$ cat src/rtl/btn_pkg.sv
// rtl/btn_pkg.sv - shared types and constants for the push-button conditioner
package btn_pkg;

  // Per-channel debounce state: settled low, rising candidate, settled high, falling candidate
  typedef enum logic [1:0] {
    S_LOW  = 2'd0,
    S_RISE = 2'd1,
    S_HIGH = 2'd2,
    S_FALL = 2'd3
  } btn_state_t;

  // 10 ms of stable input at a 100 MHz clock
  localparam int DEBOUNCE_100MHZ = 1000000;

  localparam int SYNC_STAGES_DEFAULT = 2;

endpackage

$ cat src/rtl/btn_conditioner_if.sv
// rtl/btn_conditioner_if.sv - raw button pins in, conditioned level and edge pulses out
interface btn_conditioner_if #(
  parameter int N_BTN = 2
);

  logic [N_BTN-1:0] btn_raw;
  logic [N_BTN-1:0] btn_level;
  logic [N_BTN-1:0] btn_press;
  logic [N_BTN-1:0] btn_release;

  // Front panel / stimulus side: drives the pins, consumes the conditioned outputs
  modport master (
    output btn_raw,
    input  btn_level,
    input  btn_press,
    input  btn_release
  );

  // Conditioner side
  modport slave (
    input  btn_raw,
    output btn_level,
    output btn_press,
    output btn_release
  );

endinterface

$ cat src/rtl/btn_debounce_ch.sv
// rtl/btn_debounce_ch.sv - one button channel: synchroniser, stable-time counter, FSM, registered outputs
module btn_debounce_ch
  import btn_pkg::*;
#(
  parameter int SYNC_STAGES     = SYNC_STAGES_DEFAULT,
  parameter int DEBOUNCE_CYCLES = DEBOUNCE_100MHZ
) (
  input  logic clk,
  input  logic clear,
  input  logic raw,
  output logic level,
  output logic press,
  output logic released
);

  localparam int CNT_W = $clog2(DEBOUNCE_CYCLES + 1);
  localparam logic [CNT_W-1:0] CNT_MAX = CNT_W'(DEBOUNCE_CYCLES);
  localparam logic [CNT_W-1:0] CNT_ONE = CNT_W'(1);

  logic [SYNC_STAGES-1:0] sync_q;
  logic                   btn_sync;
  logic [CNT_W-1:0]       cnt;
  btn_state_t             state;

  // Plain flop chain bringing the asynchronous pin into the clk domain
  always_ff @(posedge clk or posedge clear) begin
    if (clear) begin
      sync_q <= '0;
    end else begin
      sync_q <= {sync_q[SYNC_STAGES-2:0], raw};
    end
  end

  assign btn_sync = sync_q[SYNC_STAGES-1];

  // Debounce FSM; any disagreement during a candidate phase throws the count away,
  // so stable time is never accumulated across glitches
  always_ff @(posedge clk or posedge clear) begin
    if (clear) begin
      state    <= S_LOW;
      cnt      <= '0;
      level    <= 1'b0;
      press    <= 1'b0;
      released <= 1'b0;
    end else begin
      press    <= 1'b0;
      released <= 1'b0;
      case (state)
        S_LOW: begin
          if (btn_sync) begin
            cnt   <= CNT_ONE;
            state <= S_RISE;
          end
        end
        S_RISE: begin
          if (!btn_sync) begin
            cnt   <= '0;
            state <= S_LOW;
          end else if (cnt == CNT_MAX) begin
            cnt   <= '0;
            state <= S_HIGH;
            level <= 1'b1;
            press <= 1'b1;
          end else begin
            // cnt < CNT_MAX here, so the increment can never wrap
            cnt <= cnt + CNT_ONE;
          end
        end
        S_HIGH: begin
          if (!btn_sync) begin
            cnt   <= CNT_ONE;
            state <= S_FALL;
          end
        end
        S_FALL: begin
          if (btn_sync) begin
            cnt   <= '0;
            state <= S_HIGH;
          end else if (cnt == CNT_MAX) begin
            cnt      <= '0;
            state    <= S_LOW;
            level    <= 1'b0;
            released <= 1'b1;
          end else begin
            cnt <= cnt + CNT_ONE;
          end
        end
        default: begin
          cnt   <= '0;
          state <= S_LOW;
          level <= 1'b0;
        end
      endcase
    end
  end

endmodule

$ cat src/rtl/btn_conditioner.sv
// rtl/btn_conditioner.sv - N independent debounced button channels for the reaction-timer panel
module btn_conditioner
  import btn_pkg::*;
#(
  parameter int N_BTN           = 2,
  parameter int SYNC_STAGES     = SYNC_STAGES_DEFAULT,
  parameter int DEBOUNCE_CYCLES = DEBOUNCE_100MHZ
) (
  input  logic              clk,
  input  logic              clear,
  btn_conditioner_if.slave  bus
);

  logic [N_BTN-1:0] level_w;
  logic [N_BTN-1:0] press_w;
  logic [N_BTN-1:0] release_w;

  // One fully independent channel per button; no counter is shared
  for (genvar i = 0; i < N_BTN; i++) begin : g_ch
    btn_debounce_ch #(
      .SYNC_STAGES     (SYNC_STAGES),
      .DEBOUNCE_CYCLES (DEBOUNCE_CYCLES)
    ) u_ch (
      .clk      (clk),
      .clear    (clear),
      .raw      (bus.btn_raw[i]),
      .level    (level_w[i]),
      .press    (press_w[i]),
      .released (release_w[i])
    );
  end

  assign bus.btn_level   = level_w;
  assign bus.btn_press   = press_w;
  assign bus.btn_release = release_w;

endmodule

$ cat src/flat_wrapper.sv
// flat-port wrapper written by rule: the top's interface ports become plain ports
module btn_conditioner_flat import btn_pkg::*;
#(
  parameter int N_BTN           = 2,
  parameter int SYNC_STAGES     = SYNC_STAGES_DEFAULT,
  parameter int DEBOUNCE_CYCLES = DEBOUNCE_100MHZ
)
  (clk, clear, bus_btn_raw, bus_btn_level, bus_btn_press, bus_btn_release);
  btn_conditioner_if #(.N_BTN(N_BTN)) bus_i ();
  input  logic clk;
  input  logic clear;
  input wire logic [$bits(bus_i.btn_raw)-1:0] bus_btn_raw;
  output wire logic [$bits(bus_i.btn_level)-1:0] bus_btn_level;
  output wire logic [$bits(bus_i.btn_press)-1:0] bus_btn_press;
  output wire logic [$bits(bus_i.btn_release)-1:0] bus_btn_release;
  assign bus_i.btn_raw = bus_btn_raw;
  assign bus_btn_level = bus_i.btn_level;
  assign bus_btn_press = bus_i.btn_press;
  assign bus_btn_release = bus_i.btn_release;
  btn_conditioner #(.N_BTN(N_BTN), .SYNC_STAGES(SYNC_STAGES), .DEBOUNCE_CYCLES(DEBOUNCE_CYCLES)) u_core (.clk(clk), .clear(clear), .bus(bus_i));
endmodule
$ cat config.mk
export PLATFORM = sky130hd
export DESIGN_NAME = btn_conditioner_flat
export DESIGN_NICKNAME = d
export VERILOG_FILES = /design/src/rtl/btn_pkg.sv /design/src/rtl/btn_conditioner_if.sv /design/src/rtl/btn_debounce_ch.sv /design/src/rtl/btn_conditioner.sv /design/src/flat_wrapper.sv
export SDC_FILE = /design/constraint.sdc
export NUM_CORES = 1
export LEC_CHECK = 0
export CAP_MARGIN = 0
export CORE_ASPECT_RATIO = 1.2
export CORE_UTILIZATION = 65
export CTS_CLUSTER_DIAMETER = 100
export DETAILED_ROUTE_END_ITERATION = 10
export HOLD_SLACK_MARGIN = 0.03
export PLACE_DENSITY_LB_ADDON = 0.12
export SYNTH_ARGS = -nofsm -noshare
export SYNTH_HDL_FRONTEND = slang
export SYNTH_SLANG_ARGS = --single-unit
$ cat constraint.sdc
create_clock -name clk -period 5.35 [get_ports clk]
set_input_delay 0.8025 -clock clk [delete_from_list [all_inputs] [get_ports clk]]
set_output_delay 0.8025 -clock clk [all_outputs]
set_load 0.05 [all_outputs]
Yosys cells after proc, flatten, opt, wreduce, memory -nomap -nowiden --
Cells that the tools add are included.
Cells by class: reduce and logical (&&, ||, !) cells 10, equality and inequality tests 24, add/subtract/negate cells 2, multiplexer cells 46
Operators by type and width (number):
- 20-bit 2-to-1 mux | 10
- 20-bit case mux with 4 select lines | 2
- 20-bit by 1-bit adder with 20-bit output (second input constant) | 2
- 20-bit equality test (second input constant) | 2
- 2-bit 2-to-1 mux | 12
- 2-bit inequality test (second input constant) | 12
- 1-bit 2-to-1 mux | 18
- 2-bit case mux with 4 select lines | 2
- 3-bit inequality test (second input constant) | 4
- 5-bit AND reduction | 2
- 2-bit equality test (second input constant) | 4
- 4-bit AND reduction | 2
- 2-bit by 1-bit equality test with 1-bit output (second input constant) | 2
- 2-bit zero test | 2
- 1-bit case mux with 2 select lines | 2
- 2-bit AND reduction | 2
- 2-bit nonzero test | 2
Word-level totals: register bits after elaboration 54, bits of input ports 4, output and inout bits 6, logic and storage cells 94

Depth between registers and ports, before layout --
word-level depth 4, gate-level depth with buffers 8, gate-level depth less buffers 7

By module --
Synthesis repeated with hierarchy kept, for this count alone.
Second synthesis, totals: cell total of the unflattened synthesis 304, area total of the unflattened synthesis 2783.9 µm²
Modules (own cells, without submodules):
- btn_debounce_ch at u_core.g_ch[0].u_ch | cells each 155, instances 1, area each 1397.6 µm², seq. area each 675.6 µm²
- btn_debounce_ch at u_core.g_ch[1].u_ch | cells each 149, instances 1, area each 1386.3 µm², seq. area each 675.6 µm²

Worst setup path after synthesis --
OpenSTA, ideal clock, no wires.
kind register -> register, from reg u_core.g_ch[0].u_ch.cnt[12], to reg (tool-made name), arrival 1891 ps, period minus slack after synthesis 2016 ps, setup time 125 ps, path slack 3334 ps, stages on the path, launching flop included 5, data required time 5225 ps, buffers on the path 0, path through dfrtp_1 > or4_1 > o41ai_4 > nand2_1 > mux2_4
RTL lines:
- start, declared | line btn_debounce_ch.sv:22 | logic [CNT_W-1:0] cnt;
- start signal, assigned | line btn_debounce_ch.sv:66 | cnt <= cnt + CNT_ONE;
- start signal, assigned | line btn_debounce_ch.sv:85 | cnt <= cnt + CNT_ONE;

==> summary.txt <==
Status
  – Status: finished, final reports clean

Synthesis
  – Mux cell area share after synthesis: 0.510%
  – Post-Synthesis Cells: between 300 and 400
  – Netlist cell types: around 50
  – Synth area leaders: dfrtp_1 46%, nand2_1 4.7%, nand3_1 4.4%
  – Post-Synth Simple-Gate Area: between 20 and 30%
  – Xor-xnor portion of the synthesized cell area: approximately 3.0%
  – Post-synth EDFFs: 0
  – Synth Flop Type: dfrtp_1
  – Yosys top cell area share: approximately 46%
  – Area leader, netlist: dfrtp_1
  – Largest family of logic cells by synthesized area: simple AND/OR/NAND/NOR gates
  – Synth Warn #: 0
  – Asr flop ratio synth: between 90% and 100%
  – Seq/Total Area, Yosys: between 40 and 50%
  – Avg Inst Size Synth: about 9 sq um
  – Post-Syn Area: 0.00294 sq mm
  – Adder-cell share of the synthesized area: 1.70%
  – Syn Nets: roughly 330
  – Synth top cells by count: 54 x dfrtp_1, 37 x nand2_1, 26 x nand3_1, 24 x o21ai_0, 20 x nor2_1
  – Register bit total from synthesis: 54
  – Post-synthesis compound-gate area fraction: between 15 and 20%
  – Most frequent cell after synthesis: dfrtp_1

Critical path
  – R2R depth: 4
  – Worst-path fanout max: 17
  – Type of origin of the critical path: register
  – Crit Path Class: reg2reg
  – Data required time of the critical path: between 5 and 6 ns
  – Worst path arrival time: between 2 and 3 ns
  – CP Capture Type: register

Drt
  – Detailed Route Iter0 Violations: about 210
  – ANT nets after route: 0
  – Vias: approximately 2400
  – Routed vias/inst: roughly 6.4
  – Drt pass-1 iters: 5
  – DRC: 0
  – Drt wl/cell: 15.9 um
  – WL final: 6060 um

CTS
  – Post-CTS Setup Repair Bufs: 0
  – H-tree Lvls: 2
  – Clock buffer depth: 2
  – TritonCTS clock tree: done
  – Post-CTS Resized: 0
  – Clock buffer count from CTS: 5
  – Reg clk slew, reported paths: between 0.1 and 0.15 ns
  – Clock latency on the worst-skew pair: 0.32 ns
  – Clock sinks: 54
  – CTS Root Cell: clkbuf_8
  – CTS Hold Bufs: 0

Global route
  – Largest net degree at the start of global routing: 55
  – Vias in the first global route: about 2200
  – Grt met2 use: 50.4%
  – Met1 Use GR: a little under a third
  – Most Used Layer, Global Route: met2
  – First-pass GRT wire length: a little under 10000 um
  – GRT overflow: 0
  – GRT Overall Usage: roughly 27%
  – GR met3 Demand/Resource: between 4 and 5%
  – Initial antenna violation count: 0

Layout
  – Antenna diode count: 0
  – # nets final: 333
  – Layout cells sized above 1: about 7.1%
  – Synth-to-Final Area Change: 5.70%

Pwr
  – Sw Ratio: around two fifths
  – Int Power: 648 uW
  – Total chip power: 1090 uW
  – Clock power share: about 22%
  – Static leakage: 0.00132 uW
  – Power share of the combinational group: 32.3%
  – Seq pwr share: around 45%
  – Pwr Density: about 350 mW/mm^2
  – Net switching power: around 440 uW
  – Peak VDD IR: ~0.36 mV

Timing
  – Max Clk Rate: about 390 MHz
  – Setup TNS: 0 ns
  – Slew Limit Headroom: a little over 30%
  – Layout Skew: around 0.012 ns
  – Final hold viol count: 0
  – Fin crit share: 48.3%
  – Crit path time final: about 2.6 ns
  – RSZ-0062 raised after global routing: false
  – Max-slew violations: 0
  – Setup-failing EPs final: 0
  – Final worst setup slack: between 2 and 3 ns
  – Worst-Margin Slew: ~1.0 ns

Worst hold path
  – Min-Delay Path Class: reg2reg
  – Hold Path Cell Cnt: 0

Placed design
  – IO buf count: 9
  – Hpwl dp: approximately 4300 um
  – Final GP Congestion: around 0.9
  – Dpl ws: ~2.8 ns

Die
  – Row cnt: 26
  – Starting Density: between 60% and 70%
  – CORE AREA: roughly 0.0043 sq mm
  – Io pins: 10
  – Die Width: around 63 um
  – Die area: about 0.0048 sq mm
  – Die Height: 75.7 um

Job
  – Maxcap violations: 0
per-layer routing:
metal | vias to the layer above | wire length (um)
met5 | - | 0
met4 | 0 | 137
met3 | 13 | 190
met2 | 56 | 3160
met1 | 1180 | 2570
li1 | 1177 | -
layout make-up:
class	count	area, sq um
inverters	19	71.3
repair buffers	10	97.6
clock inverters	3	28.8
flip-flops and latches	54	1350
multi-input cells	235	1420
well taps	56	70.1
clock buffers	5	68.8
fillers	334	1180
sequential cells by signal (all words and copies together) (netlist names), named ones only:
| name | count |
|---|---|
| u_core.g_ch.u_ch.sync_q | 4 |
| u_core.g_ch.u_ch.level | 2 |
| u_core.g_ch.u_ch.state | 2 |
| u_core.g_ch.u_ch.press | 2 |
| u_core.g_ch.u_ch.released | 2 |
| u_core.g_ch.u_ch.cnt | 40 |
kinds of logic (layout without fill, tap and decap cells):
family	Yosys count	in the layout
buffers and inverters	35	37
muxes	1	1
xor gates and xnor gates	10	10
AOI/OAI and AO/OA	71	71
and+or+nand+nor	149	149
DFF	54	54
adders and majority gates	4	4
cells in the final DEF, fill, tap and decap left out, drive strengths merged, types with 9 or more instances in the layout:
master,n
dfrtp,54
o21ai,29
nor3,12
clkdlybuf4s50,9
nand2,37
xor2,9
nand3,26
a21oi,11
inv,20
nor2,20
critical path: stages (launching register included):
cell and delay (ns):
dfrtp_1 0.42, or4_1 0.61, o41ai_4 0.95, nand2_1 0.16, mux2_4 0.33
worst paths after layout:
check,slack (ns),endpoint,startpoint
max in group asynchronous,3.93,u_core.g_ch[1].u_ch.cnt[12],clear
min in group asynchronous,0.97,u_core.g_ch[0].u_ch.level,clear
hold reg to reg,0.36,u_core.g_ch[1].u_ch.sync_q[1],u_core.g_ch[1].u_ch.sync_q[0]
hold / removal,0.36,u_core.g_ch[1].u_ch.sync_q[1],u_core.g_ch[1].u_ch.sync_q[0]
setup / recovery,2.76,register,u_core.g_ch[0].u_ch.cnt[12]
setup reg to reg,2.76,register,u_core.g_ch[0].u_ch.cnt[12]
power by group through the flow:
stage | registers (uW) | logic (uW) | clock network, uW
finish | 493 | 353 | 245
global route | 500 | 396 | 266
CTS | 491 | 350 | 251
detailed placement | 499 | 349 | 0
global placement | 498 | 338 | 0
floorplan | 476 | 294 | 0
per-stage QoR:
step | utilization [%] | cell area (sq um) | hold slack, ns | std cells
finish | 72.4 | 3110 | 0.361 | 382
global route | 72.4 | 3110 | 0.368 | 382
CTS | 72.4 | 3110 | 0.363 | 382
detailed placement | 70.2 | 3010 | 0.340 | 374
global placement | 70.2 | 3010 | 0.334 | 374
floorplan | - | 2940 | 0.331 | 324
(Power assumes the default switching activity.)
